### src/rtl/seg7_scan_controller.sv
// seg7_scan_controller
// Converts a binary value to four BCD digits with a sequential shift-add-3
// (double-dabble) engine. The stored digits are time-multiplexed onto one
// shared BCD-to-7-segment decoder, with active-low digit enables.
//
// Handshake: load is a strobe that is sampled only while busy=0. On the
// accepting edge busy rises. It stays high for DATA_WIDTH edges and falls on
// the edge that publishes the result. load pulses seen while busy=1 are
// dropped. There is no queueing and no restart. The display register keeps
// the previous result until that final edge, so no partial digits are shown.

module seg7_scan_controller #(
    parameter int DATA_WIDTH    = 10,
    parameter int REFRESH_DIV   = 50000,
    parameter int BLANK_LEADING = 1
) (
    input  logic                  clk,
    input  logic                  rst_n,
    input  logic                  load,
    input  logic [DATA_WIDTH-1:0] value,
    output logic                  busy,
    output logic [3:0]            digit_bcd,
    output logic [3:0]            digit_sel,
    output logic                  o_dbg_state
);

    // Four BCD digits sit above the binary field in one shift register
    localparam int BCD_W = 16;
    localparam int SR_W  = BCD_W + DATA_WIDTH;
    localparam int CNT_W = $clog2(DATA_WIDTH);
    localparam int PRE_W = $clog2(REFRESH_DIV);

    localparam logic [CNT_W-1:0] LAST_STEP = CNT_W'(DATA_WIDTH - 1);
    localparam logic [PRE_W-1:0] PRE_LAST  = PRE_W'(REFRESH_DIV - 1);

    typedef enum logic {
        S_IDLE = 1'b0,
        S_CONV = 1'b1
    } state_t;

    // Conversion engine state
    state_t             r_state;
    logic               r_busy;
    logic [CNT_W-1:0]   r_iter;
    logic [SR_W-1:0]    r_shift;
    logic [BCD_W-1:0]   r_disp;

    // Scanner state
    logic [PRE_W-1:0]   r_pre;
    logic [1:0]         r_idx;
    logic [3:0]         r_sel;
    logic [3:0]         r_bcd;

    // Combinational helpers
    logic [SR_W-1:0]    w_step;
    logic               w_last;
    logic [BCD_W-1:0]   w_disp_next;
    logic               w_pre_tc;
    logic [1:0]         w_idx_next;
    logic [3:0]         w_nib;
    logic [3:0]         w_zero_above;
    logic [3:0]         w_bcd_next;

    // One double-dabble step: add 3 to every BCD nibble >= 5, then shift left.
    // Each nibble is <= 9 before the add, so the 4-bit sum cannot overflow.
    always_comb begin
        w_step = r_shift;
        for (int k = 0; k < 4; k++) begin
            if (r_shift[DATA_WIDTH + 4*k +: 4] >= 4'd5) begin
                w_step[DATA_WIDTH + 4*k +: 4] = r_shift[DATA_WIDTH + 4*k +: 4] + 4'd3;
            end
        end
        w_step = w_step << 1;
    end

    // Final step detection and the display value that will hold after this edge
    always_comb begin
        w_last      = (r_state == S_CONV) && (r_iter == LAST_STEP);
        w_disp_next = w_last ? w_step[SR_W-1 -: BCD_W] : r_disp;
    end

    // Conversion FSM: capture on load in IDLE, step once per cycle in CONV
    always_ff @(posedge clk or negedge rst_n) begin
        if (!rst_n) begin
            r_state <= S_IDLE;
            r_busy  <= 1'b0;
            r_iter  <= '0;
            r_shift <= '0;
            r_disp  <= '0;
        end else begin
            case (r_state)
                S_IDLE: begin
                    if (load) begin
                        r_shift <= {{BCD_W{1'b0}}, value};
                        r_iter  <= '0;
                        r_busy  <= 1'b1;
                        r_state <= S_CONV;
                    end
                end
                S_CONV: begin
                    r_shift <= w_step;
                    if (w_last) begin
                        r_disp  <= w_step[SR_W-1 -: BCD_W];
                        r_iter  <= '0;
                        r_busy  <= 1'b0;
                        r_state <= S_IDLE;
                    end else begin
                        r_iter <= r_iter + 1'b1;
                    end
                end
                default: begin
                    r_state <= S_IDLE;
                    r_busy  <= 1'b0;
                end
            endcase
        end
    end

    // Scan timing: prescaler terminal count advances the digit index
    always_comb begin
        w_pre_tc   = (r_pre == PRE_LAST);
        w_idx_next = w_pre_tc ? r_idx + 2'd1 : r_idx;
    end

    // Leading-zero detection on the display value seen after this edge.
    // w_zero_above[k] is set when nibble k and every higher nibble are zero.
    // The units digit (k=0) is never blanked.
    always_comb begin
        w_zero_above[3] = (w_disp_next[15:12] == 4'd0);
        w_zero_above[2] = w_zero_above[3] && (w_disp_next[11:8] == 4'd0);
        w_zero_above[1] = w_zero_above[2] && (w_disp_next[7:4] == 4'd0);
        w_zero_above[0] = 1'b0;
        w_nib           = w_disp_next[4*w_idx_next +: 4];
        if ((BLANK_LEADING != 0) && w_zero_above[w_idx_next]) begin
            w_bcd_next = 4'hF;
        end else begin
            w_bcd_next = w_nib;
        end
    end

    // Free-running scanner. Select and nibble are registered together from the
    // same next index and next display value, so they switch on one edge and a
    // display update on a scan edge applies to the newly selected digit.
    always_ff @(posedge clk or negedge rst_n) begin
        if (!rst_n) begin
            r_pre <= '0;
            r_idx <= 2'd0;
            r_sel <= 4'b1110;
            r_bcd <= 4'h0;
        end else begin
            r_pre <= w_pre_tc ? '0 : r_pre + 1'b1;
            r_idx <= w_idx_next;
            r_sel <= ~(4'b0001 << w_idx_next);
            r_bcd <= w_bcd_next;
        end
    end

    assign busy        = r_busy;
    assign digit_bcd   = r_bcd;
    assign digit_sel   = r_sel;
    assign o_dbg_state = r_state;

endmodule

### config.mk
export PLATFORM = sky130hd
export DESIGN_NAME = seg7_scan_controller
export DESIGN_NICKNAME = d
export VERILOG_FILES = /design/src/rtl/seg7_scan_controller.sv
export SDC_FILE = /design/constraint.sdc
export NUM_CORES = 1
export LEC_CHECK = 0
export BUFFER_PORTS_ARGS = -buffer_cell sky130_fd_sc_hd__buf_2
export CAP_MARGIN = 10
export CORE_UTILIZATION = 33
export DETAILED_ROUTE_END_ITERATION = 10
export PLACE_DENSITY = 0.6
export SYNTH_ARGS = -nofsm -noshare
export SYNTH_HDL_FRONTEND = slang
export SYNTH_SLANG_ARGS = --single-unit
### constraint.sdc
create_clock -name clk -period 2.4 [get_ports clk]
set_clock_uncertainty 0.1 [all_clocks]
set_input_delay 0 -clock clk [delete_from_list [all_inputs] [get_ports clk]]
set_output_delay 0 -clock clk [all_outputs]
set_load 0.01 [all_outputs]
## Word level (Yosys, flattened, before mapping)

Index checks and enable logic that the tools add are counted.

- Memories kept: 0
- Bits of input ports: 13
- Memory bits (read-only): 0
- Logic and storage cells: 57
- Bits in latches: 0
- Output and inout bits: 10
- Register bits after elaboration: 74
- Bits in writable memories: 0

- Divide/modulo/power cells: 0
- Add/subtract/negate cells: 7
- Muxes and demuxes: 21
- Eq/ne operators: 4
- Shift-type cells: 2
- $lt $le $gt $ge: 5
- Multiply operators: 0
- Bitwise operators: 2
- Reductions and logical operators: 7

Operator list:

| operator | count |
|---|---|
| $pmux W26 S2 | 1 |
| $mux W16 | 2 |
| $mux W26 | 1 |
| $mux W4 | 6 |
| $add A16 B1 Y16 const B | 1 |
| $eq A16 B16 Y1 const B | 1 |
| $ge A4 B3 Y1 const B | 4 |
| $shiftx A16 B5 Y4 | 1 |
| $add A4 B2 Y4 const B | 3 |
| $logic_not A4 Y1 | 3 |
| $pmux W4 S2 | 1 |
| $mux W1 | 5 |
| $add A4 B1 Y4 const B | 1 |
| $eq A4 B4 Y1 const B | 1 |
| $not A4 Y4 | 1 |
| $pmux W1 S2 | 2 |
| $shl A1 B2 Y4 const A | 1 |
| $add A3 B2 Y3 const B | 1 |
| $logic_and A1 B1 Y1 | 3 |
| $lt A2 B3 Y1 const B | 1 |
| $mux W3 | 1 |
| $add A2 B1 Y2 const B | 1 |
| $bmux W1 S2 | 1 |
| $mux W2 | 1 |
| 4 further kinds | 4 |

## Longest topological paths before layout

Gate-level depths: netlist (run 1).

- Word-level depth: 9
- Gate-level depth with buffers: 10
- Depth with buffers taken out: 8

## Worst setup path after synthesis (run 1)

Ideal clock, no wire load.

- Path kind: reg-to-reg
- Start point: register r_shift[14]
- End point: register r_bcd[0], in the netlist digit_bcd[0]
- Arrival time: 2.286 ns
- Stages on the path, launching flop included: 9
- Slack: -0.051 ns
- Buffers on the path: 0
- Clock period less this slack: 2.451 ns
- Library setup time: 0.066 ns
- Required time: 2.234 ns
- Path through: dfrtp_1 > inv_1 > ha_1 > nand2b_1 > nor3b_1 > a211o_1 > a2111o_1 > a2111oi_2 > a211o_1

- Longest elaborated chain between the ends: 9
- Elaborated cells between the ends (all ways): 12
- Classes of those cells: 1 x add/sub; 1 x order compare; 1 x shift; 5 x mux; 4 x reduce/logical

Ends and longest elaborated chain:

| element | RTL line | source |
|---|---|---|
| start, declared | 45 | `logic [SR_W-1:0] r_shift;` |
| start signal, assigned | 94 | `r_shift <= {{BCD_W{1'b0}}, value};` |
| start signal, assigned | 101 | `r_shift <= w_step;` |
| $add A4 B2 Y4 or $ge A4 B3 Y1 (tied branches) | 70, 69 |  |
| $mux W4 (*) | 69 | `if (r_shift[DATA_WIDTH + 4*k +: 4] >= 4'd5) begin` |
| $mux W16 (*) | - |  |
| $logic_not A4 Y1 | 130 | `w_zero_above[2] = w_zero_above[3] && (w_disp_next[11:8] == 4'd0);` |
| $logic_and A1 B1 Y1 | 130 |  |
| $logic_and A1 B1 Y1 | 131 | `w_zero_above[1] = w_zero_above[2] && (w_disp_next[7:4] == 4'd0);` |
| $bmux W1 S2 | 134 | `if ((BLANK_LEADING != 0) && w_zero_above[w_idx_next]) begin` |
| $mux W1 (implied by the code) | 134 |  |
| $mux W4 (*) | 134 |  |
| via w_bcd_next[0] | 62 | `logic [3:0] w_bcd_next;` |
| end signal, assigned | 154 | `r_bcd <= w_bcd_next;` |
| end, declared | 52 | `logic [3:0] r_bcd;` |

The timed path passes the listed nets; every way through them passes the cells marked *. The select of a mux whose other input is x is not followed.
A chain may end at the register's enable or synchronous reset.

## Final worst setup path (run 1)

- Start point: register r_pre[7]
- End point: register r_bcd[0], in the netlist digit_bcd[0]

- Longest elaborated chain between the ends: 5
- Elaborated cells between the ends (all ways): 6
- Classes of those cells: 1 x eq/ne; 1 x shift; 4 x mux

Ends and longest elaborated chain:

| element | RTL line | source |
|---|---|---|
| start, declared | 49 | `logic [PRE_W-1:0] r_pre;` |
| start signal, assigned | 151 | `r_pre <= w_pre_tc ? '0 : r_pre + 1'b1;` |
| $eq A16 B16 Y1 (*) | 121 | `w_pre_tc = (r_pre == PRE_LAST);` |
| $mux W2 (*) | 122 | `w_idx_next = w_pre_tc ? r_idx + 2'd1 : r_idx;` |
| parallel branches: the longest is 2 deep, another holds $shiftx A16 B5 Y4 | - |  |
| $mux W4 (*) | 134 |  |
| via w_bcd_next[0] | 62 |  |

Mark *: on every way through the listed nets, which the timed path passes. The select of a mux whose other input is x is not followed.

==> impl_metrics.env, run 1 <==
export IMPL_status="complete, but fails checks"
export IMPL_violations="setup timing"
export IMPL_whs_ns=0.01657
export IMPL_grt_usage_pct=16.51
export IMPL_rsz0062_at_grt="yes"
export IMPL_syn_inst=421
export IMPL_multi_input_area_um2=2163
export IMPL_critPathLaunchType="flip-flop"
export IMPL_critPathMaxStageDelay_ns=0.59
export IMPL_fmax_mhz=416.5
export IMPL_cp_max_fo=12
export IMPL_num_antenna_cells=0
export IMPL_synth_top_area_share_pct=44.75
export IMPL_fin_cells=649
export IMPL_final_seq_area_um2=1856
export IMPL_fin_area_um2=5299
export IMPL_die_area_um2=12470
export IMPL_nFillCells=1082
export IMPL_core_um2=11560
export IMPL_routed_wl_um=9778
export IMPL_cellLeakagePower_nw=2.358
export IMPL_synth_nets=445
export IMPL_ys_top_cells_by_area="dfrtp_1, nand2_1, mux2i_1"
export IMPL_utilization_pct=45.82
export IMPL_synth_distinct_cells=53
export IMPL_worst_slack_ns=-0.001226
export IMPL_gp_congestion=0.8791
export IMPL_cp_data_arrival_time_ns=2.52
export IMPL_final_net_count=525
export IMPL_finalHoldViolCount=0
export IMPL_vias_per_cell=5.163
export IMPL_hold_class="in2reg"
export IMPL_syn_avg_cell_area_um2=9.430
export IMPL_start_util_pct=34.33
export IMPL_wire_per_inst_um=15.07
export IMPL_required_ns=2.52
export IMPL_synth_top_area_cell="dfrtp_1"
export IMPL_setup_violations_final=1
export IMPL_yosys_warnings=0
export IMPL_cts_buffer_depth=2
export IMPL_grt_pass1_vias=3412
export IMPL_row_count=39
export IMPL_chipHeight_um=111.7
export IMPL_irDropWorstVdd_uv=572.6
export IMPL_layout_min_cycle_time_ns=2.401
export IMPL_synth_edff_count=0
export IMPL_grt_max_degree=75
export IMPL_cts_root_buf="clkbuf_16"
export IMPL_num_vias=3351
export IMPL_ios=23
export IMPL_drive_gt1_share_pct=27.08
export IMPL_clkLatencyLatePin_ns=0.33
export IMPL_placed_cells=614
export IMPL_yosys_register_bits=74
export IMPL_die_w_um=111.7
export IMPL_tightest_slew_ns=0.9659
export IMPL_clk_pin_slew_ns=0.06
export IMPL_synthFlopType="dfrtp_1"
export IMPL_dpl_hpwl_um=6666
export IMPL_crit_buf_inv=0
export IMPL_crit_path_cell_trace="or4b_1 -> or4_4 -> a32oi_2 -> o311ai_1 -> a211o_1"
export IMPL_end_kind="flip-flop"
export IMPL_p_per_area_nw_per_um2=1205
export IMPL_drtIter0Drc=117
export IMPL_antenna_found_initial=0
export IMPL_syn_area_um2=3970
export IMPL_cts_htree_levels=3
export IMPL_drc=0
export IMPL_cts_tree="yes"
export IMPL_path_class="reg2reg"
export IMPL_worst_path_dominant_cell_family="simple AND/OR/NAND/NOR gates"
export IMPL_slew_viol_final=0
export IMPL_ant_nets=0
export IMPL_numPortBuffers=22
export IMPL_place_area_um2=4563
export IMPL_async_reset_ff_share_pct=100.0
export IMPL_grt_pass1_wl_um=16450
export IMPL_ys_seq_area_share_pct=46.74
export IMPL_grt_overflow=0
export IMPL_crit_slowest_cell="or4_4"
export IMPL_syn2layout_area_growth_pct=33.47
export IMPL_slew_headroom_pct=35.61
export IMPL_cts_sinks=74
export IMPL_numCtsBuffers=9
export IMPL_drtPass1Iterations=4
export IMPL_period_share_pct=100.1
export IMPL_max_cap_viol_count=0
==> what timing repair did <==
action,in CTS,in global routing
resized for setup,4,39
hold endpoints to repair,81,0
buffers inserted,1,7
setup endpoints to repair,4,4
pin swaps,0,8
hold buffers,11,0
==> area by class of cell <==
| class | count | share of cell area (%) |
|---|---|---|
| clock buffers | 11 | 4.392 |
| clock inverters | 5 | 2.408 |
| inverters | 14 | 0.9917 |
| multi-input cells | 309 | 40.83 |
| flip-flops and latches | 74 | 35.02 |
| well taps | 143 | 3.377 |
| repair buffers | 93 | 12.99 |
==> cell usage in the layout, fill, tap and decap left out, types with 11 or more instances in the layout <==
cell type      netlist  final
a21oi_1             16     16
nor2_1              28     28
nand2_1             64     63
dlygate4sd3_1        0     11
inv_1               14     11
o21ai_0             25     24
buf_4                0     58
buf_2                3     21
dfrtp_1             71     71
mux2i_1             14     13
==> cell usage after synthesis, types with 5 or more instances <==
master and n:
o22ai_1 11, xor2_1 9, nand3_1 11, o21ai_1 5, xnor2_1 9, a21oi_1 16, clkbuf_1 18, o21ai_0 25
a211oi_1 10, a21o_1 5, inv_1 14, dfrtp_1 71, nor3_1 10, ha_1 11, mux2i_1 14, nor2_1 28
o32ai_1 6, nand2b_1 9, nand2_1 64, o31ai_1 10, nor3b_1 7
==> registers in the layout (all words and copies together) (netlist names) <==
| signal | flops |
|---|---|
| r_shift | 26 |
| r_disp | 16 |
| r_pre | 16 |
| digit_bcd | 4 |
| digit_sel | 4 |
| r_iter | 4 |
| r_idx | 2 |
| busy | 1 |
| o_dbg_state | 1 |
==> per-stage QoR <==
| step | setup TNS, ns | total power (W) | setup slack [ns] |
|---|---|---|---|
| finish | -0.001226 | 0.006387 | -0.001226 |
| global route | -0.2461 | 0.006849 | -0.07638 |
| CTS | -0.007619 | 0.006088 | -0.007619 |
| detailed placement | -0.009939 | 0.004371 | -0.009939 |
| global placement | -0.02337 | 0.004304 | -0.02337 |
| floorplan | 0 | 0.003480 | 0.05358 |
==> power breakdown <==
part	total, W	internal [W]	switching (W)
Combinational	0.00273	0.00134	0.00140
Sequential	0.00202	0.00165	0.000366
Clock	0.00164	0.00112	0.000516
Total	0.00639	0.00411	0.00228
==> path summary, 6_finish.rpt <==
path | cells after the start | to | slack (ns) | from
max | 5 | digit_bcd[0] | -0.001 | r_pre[7]
min | 2 | r_shift[22] | 0.02 | load
max reg2reg | 5 | digit_bcd[0] | -0.001 | r_pre[7]
min reg2reg | 2 | r_shift[3] | 0.38 | r_shift[2]
max in group asynchronous | 2 | r_shift[20] | 1.31 | rst_n
min in group asynchronous | 2 | r_pre[3] | 0.25 | rst_n
==> cells by family (layout without fill, tap and decap cells) <==
kind of cell | count (synthesis) | after routing | synth area share (%)
flops | 74 | 74 | 46.74
xor+xnor | 18 | 18 | 3.971
simple gates | 160 | 160 | 20.33
buf+inv | 38 | 123 | 3.876
fa+ha+maj | 11 | 11 | 3.467
mux | 16 | 16 | 4.097
compound gates | 104 | 104 | 17.52
==> worst reg2reg max path: stages, from the launching register on <==
cell	delay (ns)
dfrtp_1	0.40
or4b_1	0.52
or4_4	0.59
a32oi_2	0.24
o311ai_1	0.13
a211o_1	0.30
==> routing by layer <==
layer  vias up  part of all wire, %  GRT usage (%)  wire (um)
li1       1673                    -              -          -
met1      1634                   46          20.58       4516
met2        36                   50          28.61       4913
met3         8                  2.4          3.321        238
met4         0                  1.1          5.225        110
met5         -                    0              0          0
Note: power is estimated with default switching activity, not from simulation.
==> inputs of run 2 (changes only) <==
CORE_UTILIZATION = 45   (was 33)
PLACE_DENSITY = 0.74   (was 0.6)
==> run 2 against run 1 <==
The run still ends with setup timing left. Critical path depth increased by 3. Cell count decreased by 7.1%. Non-clock buffer count decreased by 8. Global-route usage increased by 5.4 points. Fmax decreased by 2.3%. Total power decreased by 12%. Critical path type unchanged.
==> impl_metrics.env, run 2 (synthesis gave the netlist of run 1 again) <==
export IMPL_status="complete, but fails checks"
export IMPL_violations="setup timing"
export IMPL_grt_overflow=0
export IMPL_setup_violations_final=4
export IMPL_drive_gt1_share_pct=24.70
export IMPL_nFillCells=695
export IMPL_rsz0062_at_grt="yes"
export IMPL_grt_usage_pct=21.87
export IMPL_finalSetupTns_ns=-0.1459
export IMPL_die_area_um2=9202
export IMPL_drc=0
export IMPL_num_antenna_cells=0
export IMPL_cts_sinks=74
export IMPL_numCtsBuffers=9
export IMPL_cts_root_buf="clkbuf_8"
export IMPL_die_w_um=95.93
export IMPL_grt_pass1_vias=3183
export IMPL_drtPass1Iterations=5
export IMPL_grt_max_degree=75
export IMPL_reg_top3="r_shift (26), r_disp (16), r_pre (16)"
export IMPL_tightest_slew_ns=0.9193
export IMPL_vias_per_cell=5.670
export IMPL_finalHoldViolCount=0
export IMPL_p_per_area_nw_per_um2=1128
export IMPL_whs_ns=0.2268
export IMPL_gp_congestion=0.9667
export IMPL_crit_path_frequent_cell="a2111o_1"
export IMPL_cp_max_fo=4
export IMPL_worst_slack_ns=-0.05718
export IMPL_cts_buffer_depth=2
export IMPL_period_share_pct=102.4
export IMPL_final_common_cell="dfrtp_1"
export IMPL_fmax_mhz=407.0
export IMPL_end_kind="flip-flop"
export IMPL_critPathLaunchType="flip-flop"
export IMPL_chipHeight_um=95.93
export IMPL_drtIter0Drc=264
export IMPL_cellLeakagePower_nw=2.230
export IMPL_top_register="r_shift"
export IMPL_max_cap_viol_count=0
export IMPL_start_util_pct=47.37
export IMPL_layout_common_cells="dfrtp_1, nand2_1, buf_4"
export IMPL_path_class="reg2reg"
export IMPL_irDropWorstVdd_uv=422.3
export IMPL_slew_viol_final=0
export IMPL_clkLatencyLatePin_ns=0.35
export IMPL_cts_tree="yes"
export IMPL_ant_nets=0
export IMPL_num_vias=3419
export IMPL_antenna_found_initial=0
export IMPL_syn2layout_area_growth_pct=25.69
export IMPL_ios=23
export IMPL_critPathMaxStageDelay_ns=0.47
export IMPL_cts_htree_levels=3
export IMPL_grt_pass1_wl_um=15160
export IMPL_cp_data_arrival_time_ns=2.64
export IMPL_row_count=33
export IMPL_dpl_hpwl_um=6129
export IMPL_core_um2=8382
export IMPL_largest_reg_flops=26
export IMPL_clk_pin_slew_ns=0.07
export IMPL_wire_per_inst_um=15.27
export IMPL_routed_wl_um=9206
export IMPL_crit_slowest_cell="a2111o_1"
export IMPL_hold_class="in2async"
export IMPL_utilization_pct=59.53
export IMPL_slew_headroom_pct=38.71
export IMPL_crit_path_cell_trace="inv_2 -> ha_4 -> nand2b_4 -> nor3b_4 -> a211o_1 -> a2111o_1 -> a2111oi_4 -> a2111o_1"
export IMPL_final_net_count=517
export IMPL_required_ns=2.59
export IMPL_numPortBuffers=22
export IMPL_layout_min_cycle_time_ns=2.457
run 2: cell types whose count changed in the layout (fill, tap and decap cells not counted), moves of 2 or more:
cell and delta:
o21ai_2 -2, buf_4 -8, clkbuf_8 +11, clkbuf_16 -9, a211oi_4 -2, bufinv_16 -3, a211oi_1 +2
run 2: metrics by stage:
step | area [um^2] | setup WS (ns) | instances | power, W
finish | 4990 | -0.05718 | 603 | 0.005626
global route | 4990 | -0.1315 | 603 | 0.006048
CTS | 4840 | 0.002656 | 597 | 0.005357
detailed placement | 4457 | -0.06083 | 567 | 0.004250
global placement | 4457 | -0.06759 | 567 | 0.004183
floorplan | 3983 | 0.05358 | 421 | 0.003480
run 2: report_power, final:
group / leakage [nW] / internal (W) / switching (W) / total (W)
sequential: 0.934 / 0.00165 / 0.000351 / 0.00200
clock: 0.0986 / 0.000536 / 0.000453 / 0.000989
combinational: 1.20 / 0.00126 / 0.00138 / 0.00264
total: 2.23 / 0.00345 / 0.00218 / 0.00563
run 2: critical path, delay by kind of cell (launching register included):
| kind | cells | cell delay [ns] |
|---|---|---|
| compound gates | 4 | 1.41 |
| flops | 1 | 0.39 |
| simple gates | 2 | 0.19 |
| fa+ha+maj | 1 | 0.17 |
| buf+inv | 1 | 0.13 |
run 2: path summary, 6_finish.rpt:
path / startpoint / end / slack (ns) / depth (start not counted)
worst min-delay path: rst_n / r_iter[0] / 0.23 / 2
min in group clk: value[0] / r_shift[0] / 0.36 / 4
worst min register to register: r_shift[8] / r_shift[9] / 0.38 / 2
worst max register to register: r_shift[15] / digit_bcd[3] / -0.06 / 8
worst max-delay path: r_shift[15] / digit_bcd[3] / -0.06 / 8
max in group asynchronous: rst_n / r_shift[14] / 1.32 / 2
run 2: layer usage:
metal / vias up / GRT usage (%) / wire length [um] / part of all wire, %
met1: 1670 / 28.78 / 4101 / 45
met3: 12 / 4.660 / 374 / 4.1
met4: 0 / 9.577 / 124 / 1.3
met5: - / 0 / 0 / 0
met2: 90 / 34.82 / 4606 / 50
li1: 1647 / - / - / -
run 2: cell type report:
type | count | area [um^2] | share of cell area (%)
Clock buffer | 12 | 155.1 | 3.109
Tap cell | 105 | 131.4 | 2.633
Clock inverter | 4 | 50.05 | 1.003
Inverter | 14 | 52.55 | 1.053
Sequential cell | 74 | 1857 | 37.21
Multi-Input combinational cell | 309 | 2121 | 42.50
Timing Repair Buffer | 85 | 623.1 | 12.49
run 2: what timing repair did:
action                                  in CTS  in global routing
setup buffers                                2                  6
pin swaps                                    4                  6
hold buffers                                12                  0
hold endpoints to repair                    94                  0
endpoints found under the setup margin       4                  4
gates resized for setup                     11                 21
==> inputs of run 3 (changes only) <==
CORE_UTILIZATION = 40   (was 45)
PLACE_DENSITY = 0.68   (was 0.74)
==> run 3 against run 2 <==
The run still ends with setup timing left. Non-clock buffer count rose by 10. Wire length rose by 6.2%. Count of clock-buffer cells in the layout fell by 1. Final area rose by 3.9%. Highest routed layer unchanged.
==> impl_metrics.env, run 3 (synthesis gave the netlist of run 1 again) <==
export IMPL_fin_area_um2=5184
export IMPL_tightest_slew_ns=0.9471
export IMPL_layout_common_cells="dfrtp_1, nand2_1, buf_4"
export IMPL_num_antenna_cells=0
export IMPL_period_share_pct=102.7
export IMPL_p_switching_w=0.002173
export IMPL_swShare_pct=36.67
export IMPL_dpl_hpwl_um=6324
export IMPL_grt_max_degree=75
export IMPL_critPathLaunchType="flip-flop"
export IMPL_place_area_um2=4557
export IMPL_path_class="reg2reg"
export IMPL_cellLeakagePower_nw=2.333
export IMPL_finalHoldViolCount=0
export IMPL_num_vias=3451
export IMPL_drtIter0Drc=190
export IMPL_violations="setup timing"
export IMPL_numCtsBuffers=9
export IMPL_total_power_w=0.005926
export IMPL_finalSetupTns_ns=-0.1985
export IMPL_slew_viol_final=0
export IMPL_setup_violations_final=4
export IMPL_cp_data_arrival_time_ns=2.66
export IMPL_utilization_pct=55.06
export IMPL_gp_congestion=0.8726
export IMPL_required_ns=2.59
export IMPL_hold_class="in2async"
export IMPL_slew_headroom_pct=36.86
export IMPL_status="complete, but fails checks"
export IMPL_cts_tree="yes"
export IMPL_die_w_um=101.6
export IMPL_p_per_area_nw_per_um2=1143
export IMPL_syn2layout_area_growth_pct=30.57
export IMPL_antenna_found_initial=0
export IMPL_numPortBuffers=22
export IMPL_row_count=35
export IMPL_cts_buffer_depth=2
export IMPL_drc=0
export IMPL_end_kind="flip-flop"
export IMPL_fmax_mhz=405.7
export IMPL_cts_htree_levels=3
export IMPL_irDropWorstVdd_uv=406.8
export IMPL_final_net_count=527
export IMPL_cts_root_buf="clkbuf_8"
export IMPL_ios=23
export IMPL_clkPwrFrac_pct=21.9
export IMPL_grt_overflow=0
export IMPL_layout_min_cycle_time_ns=2.465
export IMPL_cts_sinks=74
export IMPL_max_cap_viol_count=0
export IMPL_worst_slack_ns=-0.06505
export IMPL_start_util_pct=42.17
export IMPL_rrSetupSlack_ns=-0.07
export IMPL_clkLatencyLatePin_ns=0.36
export IMPL_routed_wl_um=9777
export IMPL_cp_max_fo=4
export IMPL_clk_pin_slew_ns=0.08
export IMPL_p_int_w=0.003753
export IMPL_chipHeight_um=101.6
export IMPL_whs_ns=0.2310
export IMPL_grt_pass1_wl_um=16300
export IMPL_drive_gt1_share_pct=26.57
export IMPL_largest_reg_flops=26
export IMPL_ant_nets=0
export IMPL_rsz0062_at_grt="yes"
export IMPL_grt_pass1_vias=3371
export IMPL_drtPass1Iterations=4
export IMPL_combPwrFrac_pct=44.7
export IMPL_grt_usage_pct=20.39
export IMPL_p_seq_share_pct=33.3
export IMPL_reg_top3="r_shift (26), r_disp (16), r_pre (16)"
export IMPL_final_common_cell="dfrtp_1"
export IMPL_top_register="r_shift"
export IMPL_vias_per_cell=5.418
export IMPL_core_um2=9415
export IMPL_wire_per_inst_um=15.35
export IMPL_die_area_um2=10330
[run 3: cell count changes in the layout (fill, tap and decap cells not counted), sizes merged]
cell	delta
buf	+10
bufinv	+3
clkbuf	-1
clkinvlp	-2
[run 3: layout make-up]
class / instances / area (um^2)
Inverter: 14 / 52.55
Fill cell: 821 / 4232
Clock buffer: 11 / 141.4
Tap cell: 129 / 161.4
Sequential cell: 74 / 1857
Multi-Input combinational cell: 309 / 2123
Clock inverter: 5 / 125.1
Timing Repair Buffer: 95 / 723.2
[run 3: final timing paths]
check	from	to	cells past startpoint
worst max-delay path	r_shift[15]	digit_bcd[0]	8
worst min-delay path	rst_n	r_shift[24]	2
worst max register to register	r_shift[15]	digit_bcd[0]	8
worst min register to register	r_shift[8]	r_shift[9]	2
max in group asynchronous	rst_n	r_shift[14]	2
min in group clk	value[0]	r_shift[0]	4
[run 3: worst max-delay path, cell delays in order, from the launching register on]
cell	delay [ns]
dfrtp_1	0.37
inv_2	0.08
ha_4	0.16
nand2b_4	0.13
nor3b_4	0.14
a211o_1	0.33
a2111o_1	0.46
a2111oi_4	0.46
a211o_1	0.16
[run 3: timing repair]
item                                    in CTS  in global routing
endpoints found under the setup margin       4                  5
hold buffers                                12                  0
setup buffers                                5                  7
gates resized for setup                     12                 22
pin swaps                                   14                 14
hold endpoints to repair                    92                  0
[run 3: layer usage]
layer  share of wire, %  global-route usage, %  up-vias  routed length (um)
li1                   -                      -     1667                   -
met1                 45                  26.73     1702                4417
met5                  0                      0        -                   0
met2                 50                  33.47       63                4884
met4                2.2                  8.138        0                 219
met3                2.6                  3.589       19                 255
[run 3: through the flow]
step / worst slack (ns) / cells
floorplan: 0.05358 / 421
CTS: -0.08169 / 630
finish: -0.06505 / 637
global placement: -0.06658 / 597
global route: -0.1383 / 637
detailed placement: -0.1138 / 597
[run 3: power groups by stage]
stage | Combinational, W | Clock, W | Sequential (W)
floorplan | 0.00158 | 0 | 0.00190
finish | 0.00265 | 0.00130 | 0.00198
CTS | 0.00247 | 0.00132 | 0.00195
global route | 0.00296 | 0.00138 | 0.00204
global placement | 0.00233 | 0 | 0.00195
detailed placement | 0.00239 | 0 | 0.00197
